[src/rtl/mux_ulaa_demux_reg_if.sv]
// Bus between the control unit/ALU side and the registered 1:4 result demux.
// The master drives the capture strobes and acknowledges; the slave is the demux.
interface mux_ulaa_demux_reg_if #(
    parameter int DATA_WIDTH = 32,
    parameter int CNT_WIDTH  = 8
);
    logic [1:0]            selector;
    logic                  load;
    logic [DATA_WIDTH-1:0] input_data;
    logic [3:0]            consume;
    logic                  clear_err;
    logic [DATA_WIDTH-1:0] output_one;
    logic [DATA_WIDTH-1:0] output_two;
    logic [DATA_WIDTH-1:0] output_three;
    logic [DATA_WIDTH-1:0] output_four;
    logic [3:0]            valid;
    logic                  overwrite_err;
    logic [1:0]            err_slot;
    logic [CNT_WIDTH-1:0]  load_count;

    modport master (
        output selector, load, input_data, consume, clear_err,
        input  output_one, output_two, output_three, output_four,
        input  valid, overwrite_err, err_slot, load_count
    );

    modport slave (
        input  selector, load, input_data, consume, clear_err,
        output output_one, output_two, output_three, output_four,
        output valid, overwrite_err, err_slot, load_count
    );
endinterface

[src/rtl/mux_ulaa_demux_reg.sv]
// Registered 1:4 demux on the ALU result path: four holding slots with valid
// flags, consume acknowledges, a sticky overwrite-error latch and a load counter.
module mux_ulaa_demux_reg #(
    parameter int DATA_WIDTH = 32,
    parameter int CNT_WIDTH  = 8
) (
    input  logic                   clk,
    input  logic                   reset,
    mux_ulaa_demux_reg_if.slave    bus
);
    logic [DATA_WIDTH-1:0] slot_q [4];
    logic [DATA_WIDTH-1:0] slot_d [4];
    logic [3:0]            valid_q, valid_d;
    logic                  err_q, err_d;
    logic [1:0]            err_slot_q, err_slot_d;
    logic [CNT_WIDTH-1:0]  cnt_q, cnt_d;
    logic                  overwrite;

    // A same-cycle consume on the target slot frees it, so that is not an overwrite.
    assign overwrite = bus.load && valid_q[bus.selector] && !bus.consume[bus.selector];

    always_comb begin
        for (int i = 0; i < 4; i++) begin
            slot_d[i] = slot_q[i];
        end
        valid_d    = valid_q & ~bus.consume;
        err_d      = err_q;
        err_slot_d = err_slot_q;
        cnt_d      = cnt_q;

        if (bus.load) begin
            slot_d[bus.selector]  = bus.input_data;
            valid_d[bus.selector] = 1'b1;
            if (cnt_q != {CNT_WIDTH{1'b1}}) begin
                cnt_d = cnt_q + 1'b1;
            end
        end

        if (bus.clear_err) begin
            err_d      = 1'b0;
            err_slot_d = 2'd0;
        end

        // Set beats clear; only the first overwrite since the latch was empty records its slot.
        if (overwrite) begin
            err_d = 1'b1;
            if (!err_q || bus.clear_err) begin
                err_slot_d = bus.selector;
            end
        end
    end

    always_ff @(posedge clk or posedge reset) begin
        if (reset) begin
            for (int i = 0; i < 4; i++) begin
                slot_q[i] <= '0;
            end
            valid_q    <= 4'b0000;
            err_q      <= 1'b0;
            err_slot_q <= 2'd0;
            cnt_q      <= '0;
        end else begin
            for (int i = 0; i < 4; i++) begin
                slot_q[i] <= slot_d[i];
            end
            valid_q    <= valid_d;
            err_q      <= err_d;
            err_slot_q <= err_slot_d;
            cnt_q      <= cnt_d;
        end
    end

    assign bus.output_one    = slot_q[0];
    assign bus.output_two    = slot_q[1];
    assign bus.output_three  = slot_q[2];
    assign bus.output_four   = slot_q[3];
    assign bus.valid         = valid_q;
    assign bus.overwrite_err = err_q;
    assign bus.err_slot      = err_slot_q;
    assign bus.load_count    = cnt_q;
endmodule

[src/flat_wrapper.sv]
// flat-port wrapper written by rule: the top's interface ports become plain ports
module mux_ulaa_demux_reg_flat 
#(
    parameter int DATA_WIDTH = 32,
    parameter int CNT_WIDTH  = 8
)
  (clk, reset, bus_selector, bus_load, bus_input_data, bus_consume, bus_clear_err, bus_output_one, bus_output_two, bus_output_three, bus_output_four, bus_valid, bus_overwrite_err, bus_err_slot, bus_load_count);
  mux_ulaa_demux_reg_if #(.DATA_WIDTH(DATA_WIDTH), .CNT_WIDTH(CNT_WIDTH)) bus_i ();
  input  logic clk;
  input  logic reset;
  input wire logic [$bits(bus_i.selector)-1:0] bus_selector;
  input wire logic [$bits(bus_i.load)-1:0] bus_load;
  input wire logic [$bits(bus_i.input_data)-1:0] bus_input_data;
  input wire logic [$bits(bus_i.consume)-1:0] bus_consume;
  input wire logic [$bits(bus_i.clear_err)-1:0] bus_clear_err;
  output wire logic [$bits(bus_i.output_one)-1:0] bus_output_one;
  output wire logic [$bits(bus_i.output_two)-1:0] bus_output_two;
  output wire logic [$bits(bus_i.output_three)-1:0] bus_output_three;
  output wire logic [$bits(bus_i.output_four)-1:0] bus_output_four;
  output wire logic [$bits(bus_i.valid)-1:0] bus_valid;
  output wire logic [$bits(bus_i.overwrite_err)-1:0] bus_overwrite_err;
  output wire logic [$bits(bus_i.err_slot)-1:0] bus_err_slot;
  output wire logic [$bits(bus_i.load_count)-1:0] bus_load_count;
  assign bus_i.selector = bus_selector;
  assign bus_i.load = bus_load;
  assign bus_i.input_data = bus_input_data;
  assign bus_i.consume = bus_consume;
  assign bus_i.clear_err = bus_clear_err;
  assign bus_output_one = bus_i.output_one;
  assign bus_output_two = bus_i.output_two;
  assign bus_output_three = bus_i.output_three;
  assign bus_output_four = bus_i.output_four;
  assign bus_valid = bus_i.valid;
  assign bus_overwrite_err = bus_i.overwrite_err;
  assign bus_err_slot = bus_i.err_slot;
  assign bus_load_count = bus_i.load_count;
  mux_ulaa_demux_reg #(.DATA_WIDTH(DATA_WIDTH), .CNT_WIDTH(CNT_WIDTH)) u_core (.clk(clk), .reset(reset), .bus(bus_i));
endmodule
[config.mk]
export PLATFORM = sky130hd
export DESIGN_NAME = mux_ulaa_demux_reg_flat
export DESIGN_NICKNAME = d
export VERILOG_FILES = /design/src/rtl/mux_ulaa_demux_reg_if.sv /design/src/rtl/mux_ulaa_demux_reg.sv /design/src/flat_wrapper.sv
export SDC_FILE = /design/constraint.sdc
export NUM_CORES = 1
export LEC_CHECK = 0
export CAP_MARGIN = 15
export CORE_MARGIN = 2
export CORE_UTILIZATION = 35
export CTS_CLUSTER_SIZE = 20
export DETAILED_ROUTE_END_ITERATION = 12
export PLACE_DENSITY = 0.75
export SYNTH_ARGS = -nofsm -noshare
export SYNTH_HDL_FRONTEND = slang
export SYNTH_SLANG_ARGS = --single-unit
[constraint.sdc]
create_clock -name clk -period 15.77 [get_ports clk]
set_clock_uncertainty 0.2 [all_clocks]
set_input_delay 3.9425 -clock clk [delete_from_list [all_inputs] [get_ports clk]]
set_output_delay 3.9425 -clock clk [all_outputs]
set_load 0.005 [all_outputs]
==> flow_summary_export.csv <==
group,metric,value,unit
outcome,status,"complete, no violations",
setup_path,slowest_stage,"clkdlybuf4s50_1",
detailed_routing,dr_wl_met3,720,um
setup_path,arrival,6300,ps
placement,portBuffers,184,
power_and_ir_drop,leakagePower,0.00354,uW
clocking,htreeDepth,4,
sta,finalHoldViolations,0,
placement,gp_congestion,0.771,
power_and_ir_drop,power.total,1190,uW
power_and_ir_drop,ir_drop,77.5,uV
yosys,synthFlopType,"dfrtp_1",
floorplan,io_pins,185,
clocking,tritoncts,"yes",
detailed_routing,met1_length,5.30,mm
finish,layout_common_cells,"clkdlybuf4s50_1 (184), dfrtp_1 (143), mux2_2 (96), mux2_4 (30), clkbuf_16 (17)",
sta,fin_tns_setup,0,ps
yosys,synth_cell_types,34,
sta,finalCritPeriodShare,0.394,
finish,multi_input_area,1930,um2
power_and_ir_drop,power_frac_comb,0.235,
power_and_ir_drop,p_int,899,uW
setup_path,cp-end-kind,"flop",
yosys,synthCells,344,
setup_path,critPathMaxFanout,18,
yosys,syn_nets,387,
yosys,synthArstFlopShare,1.00,
detailed_routing,drcViolationCount,0,
detailed_routing,met2_length,6.97,mm
floorplan,die_w,132,um
clocking,clock_sinks,143,
clocking,cts_buffer_depth,2,
power_and_ir_drop,p_switching,289,uW
power_and_ir_drop,switching_share,0.243,
setup_path,cp.required,15860,ps
flow_run,cap_violations,0,
finish,drive_gt1_frac,0.305,
clocking,post_cts_buffers,0,
setup_path,slowest_delay,720,ps
setup_path,rrSetupSlack,14050,ps
power_and_ir_drop,p_per_area,143,nW/um2
finish,layout_commonest_cell,"clkdlybuf4s50_1",
global_route,overflow,0,
floorplan,rows,46,
yosys,yosys_register_bits,143,
detailed_routing,drt-initial-drc-count,135,
finish,ff_latch_area,3580,um2
placement,hpwlAfterDp,9.11,mm
setup_path,reg2reg_from,"u_core.bus.load_count[0]",
clocking,hold_buffers,0,
setup_path,start_kind,"input pin",
detailed_routing,wl,13.2,mm
floorplan,core,15900,um2
sta,drv_slew,0,
detailed_routing,dr.pass1.iters,4,
global_route,grt_pass1_wl,21.4,mm
hold_path,hp-class,"reg2reg",
yosys,synth_warnings,0,
clocking,cts_resized,0,
sta,fin_crit,6210,ps
setup_path,crit_path_cell_trace,"clkdlybuf4s50_1 > nor2b_4 > nor2b_4 > buf_4 > mux2_4",
clocking,cts_buffers,17,
finish,areaGrowthSynthToFinish,45.0,%
floorplan,start_util,0.358,
detailed_routing,routed_via_density,4.68,
power_and_ir_drop,clkPwrFrac,0.352,
global_route,grt_pass1_vias,3851,
detailed_routing,num_vias,3574,
detailed_routing,post_drt_wl_per_cell,17.3,um
global_route,track_usage,0.157,
clocking,path_clk_slew,60,ps
yosys,netlist_area,5710,um2
setup_path,ff2ff_path_depth,4,
floorplan,die_area,17400,um2
power_and_ir_drop,pwr-share-seq,0.414,
setup_path,crit_end,"u_core.bus.output_one[6]",
sta,rsz0062_at_grt,"no",
sta,setup_viol,0,
setup_path,r2r-end,"u_core.bus.load_count[1]",
finish,nNetsFinal,577,
clocking,clockRootBuffer,"clkbuf_16",
finish,fillers,1358,
global_route,antenna_found_initial,0,
setup_path,critPathLaunch,"bus_load",
finish,diodes,0,
yosys,yosysSeqAreaShare,0.627,
sta,max-slew-margin-rel,0.324,
floorplan,die_h,132,um
sta,fmax,161,MHz
setup_path,cp_common_cell,"nor2b_4",
yosys,avgSynthCellArea,16.6,um2
setup_path,path_class,"in2reg",
global_route,grt_max_degree,82,
detailed_routing,final_antenna_net_count,0,
detailed_routing,routed.top_layer,"met4",
sta,worst_pin_slew,1010,ps
clocking,clk_latency,410,ps
yosys,synth_edf_count,0,
[cell type report]
| type | instances | area share |
|---|---|---|
| clock inverter | 14 | 0.0227 |
| clock buffer | 18 | 0.0518 |
| timing repair buffer | 186 | 0.224 |
| multi-input combinational | 180 | 0.233 |
| inverter | 6 | 0.00332 |
| tap | 216 | 0.0326 |
| sequential | 143 | 0.432 |
[synthesized netlist by cell type, types with 2 or more instances]
| master | n | area, um2 |
|---|---|---|
| mux2_4 | 30 | 450 |
| inv_1 | 6 | 22.5 |
| and3b_1 | 2 | 17.5 |
| mux2_1 | 4 | 45.0 |
| nor2b_4 | 2 | 27.5 |
| buf_12 | 3 | 60.1 |
| xor2_1 | 3 | 26.3 |
| a21oi_1 | 4 | 20.0 |
| nand2b_1 | 3 | 18.8 |
| buf_2 | 3 | 15.0 |
| buf_6 | 9 | 101 |
| o21ai_0 | 5 | 25.0 |
| o31ai_1 | 2 | 15.0 |
| dfrtp_1 | 143 | 3580 |
| nor3b_1 | 2 | 15.0 |
| nand2_1 | 5 | 18.8 |
| nand4_1 | 4 | 25.0 |
| mux2_2 | 96 | 1080 |
| nor2_1 | 3 | 11.3 |
[logic make-up (layout without fill, tap and decap cells)]
logic type / count (synthesis) / in the layout / share of synthesized area
buffers and inverters: 21 / 224 / 0.0348
adders and majority gates: 1 / 1 / 0.00219
xor gates and xnor gates: 3 / 3 / 0.00460
DFF: 143 / 143 / 0.627
muxes: 131 / 131 / 0.278
and+or+nand+nor: 30 / 30 / 0.0372
AOI/OAI and AO/OA: 15 / 15 / 0.0167
[power groups by stage]
stage,clock network [uW],registers [uW],logic [uW]
after floorplan,0,494,96.7
after global placement,0,493,276
after detailed placement,0,497,282
after CTS,428,492,284
after global routing,444,501,298
final,418,492,279
[sequential cells by signal, summed over array words and instances (netlist names)]
signal	count
u_core.bus.output_four	32
u_core.bus.output_one	32
u_core.bus.output_three	32
u_core.bus.output_two	32
u_core.bus.load_count	8
u_core.bus.valid	4
u_core.bus.err_slot	2
u_core.bus.overwrite_err	1
[per-stage QoR]
| step | std cells | setup slack (ps) | cell area (um2) | util | hold slack [ps] |
|---|---|---|---|---|---|
| floorplan | 344 | 7790 | 5710 | - | 288 |
| global placement | 731 | 9180 | 7670 | 0.481 | 277 |
| detailed placement | 731 | 9090 | 7670 | 0.481 | 284 |
| CTS | 763 | 9540 | 8280 | 0.520 | 298 |
| global route | 763 | 9470 | 8280 | 0.520 | 319 |
| finish | 763 | 9560 | 8280 | 0.520 | 294 |
[how the worst min path moves through the flow]
| stage | startpoint | to | cells past startpoint |
|---|---|---|---|
| floorplan | u_core.bus.valid[0] | u_core.bus.valid[0] | 1 |
| global placement | u_core.bus.output_three[26] | u_core.bus.output_three[26] | 1 |
| detailed placement | u_core.bus.output_three[11] | u_core.bus.output_three[11] | 1 |
| CTS | u_core.bus.output_three[11] | u_core.bus.output_three[11] | 1 |
| global route | u_core.bus.output_two[22] | u_core.bus.output_two[22] | 1 |
| finish | u_core.bus.output_three[11] | u_core.bus.output_three[11] | 1 |
[critical path: cells and delay by family]
kind                   cells  cell delay, ps
and+or+nand+nor            2             840
muxes                      1             340
buffers and inverters      2            1170
[layer usage]
layer / vias to the layer above / global-route usage
li1: 1599 / -
met1: 1835 / 0.178
met2: 121 / 0.281
met3: 19 / 0.0458
met4: 0 / 0.0604
met5: - / 0
(Power assumes the default switching activity.)
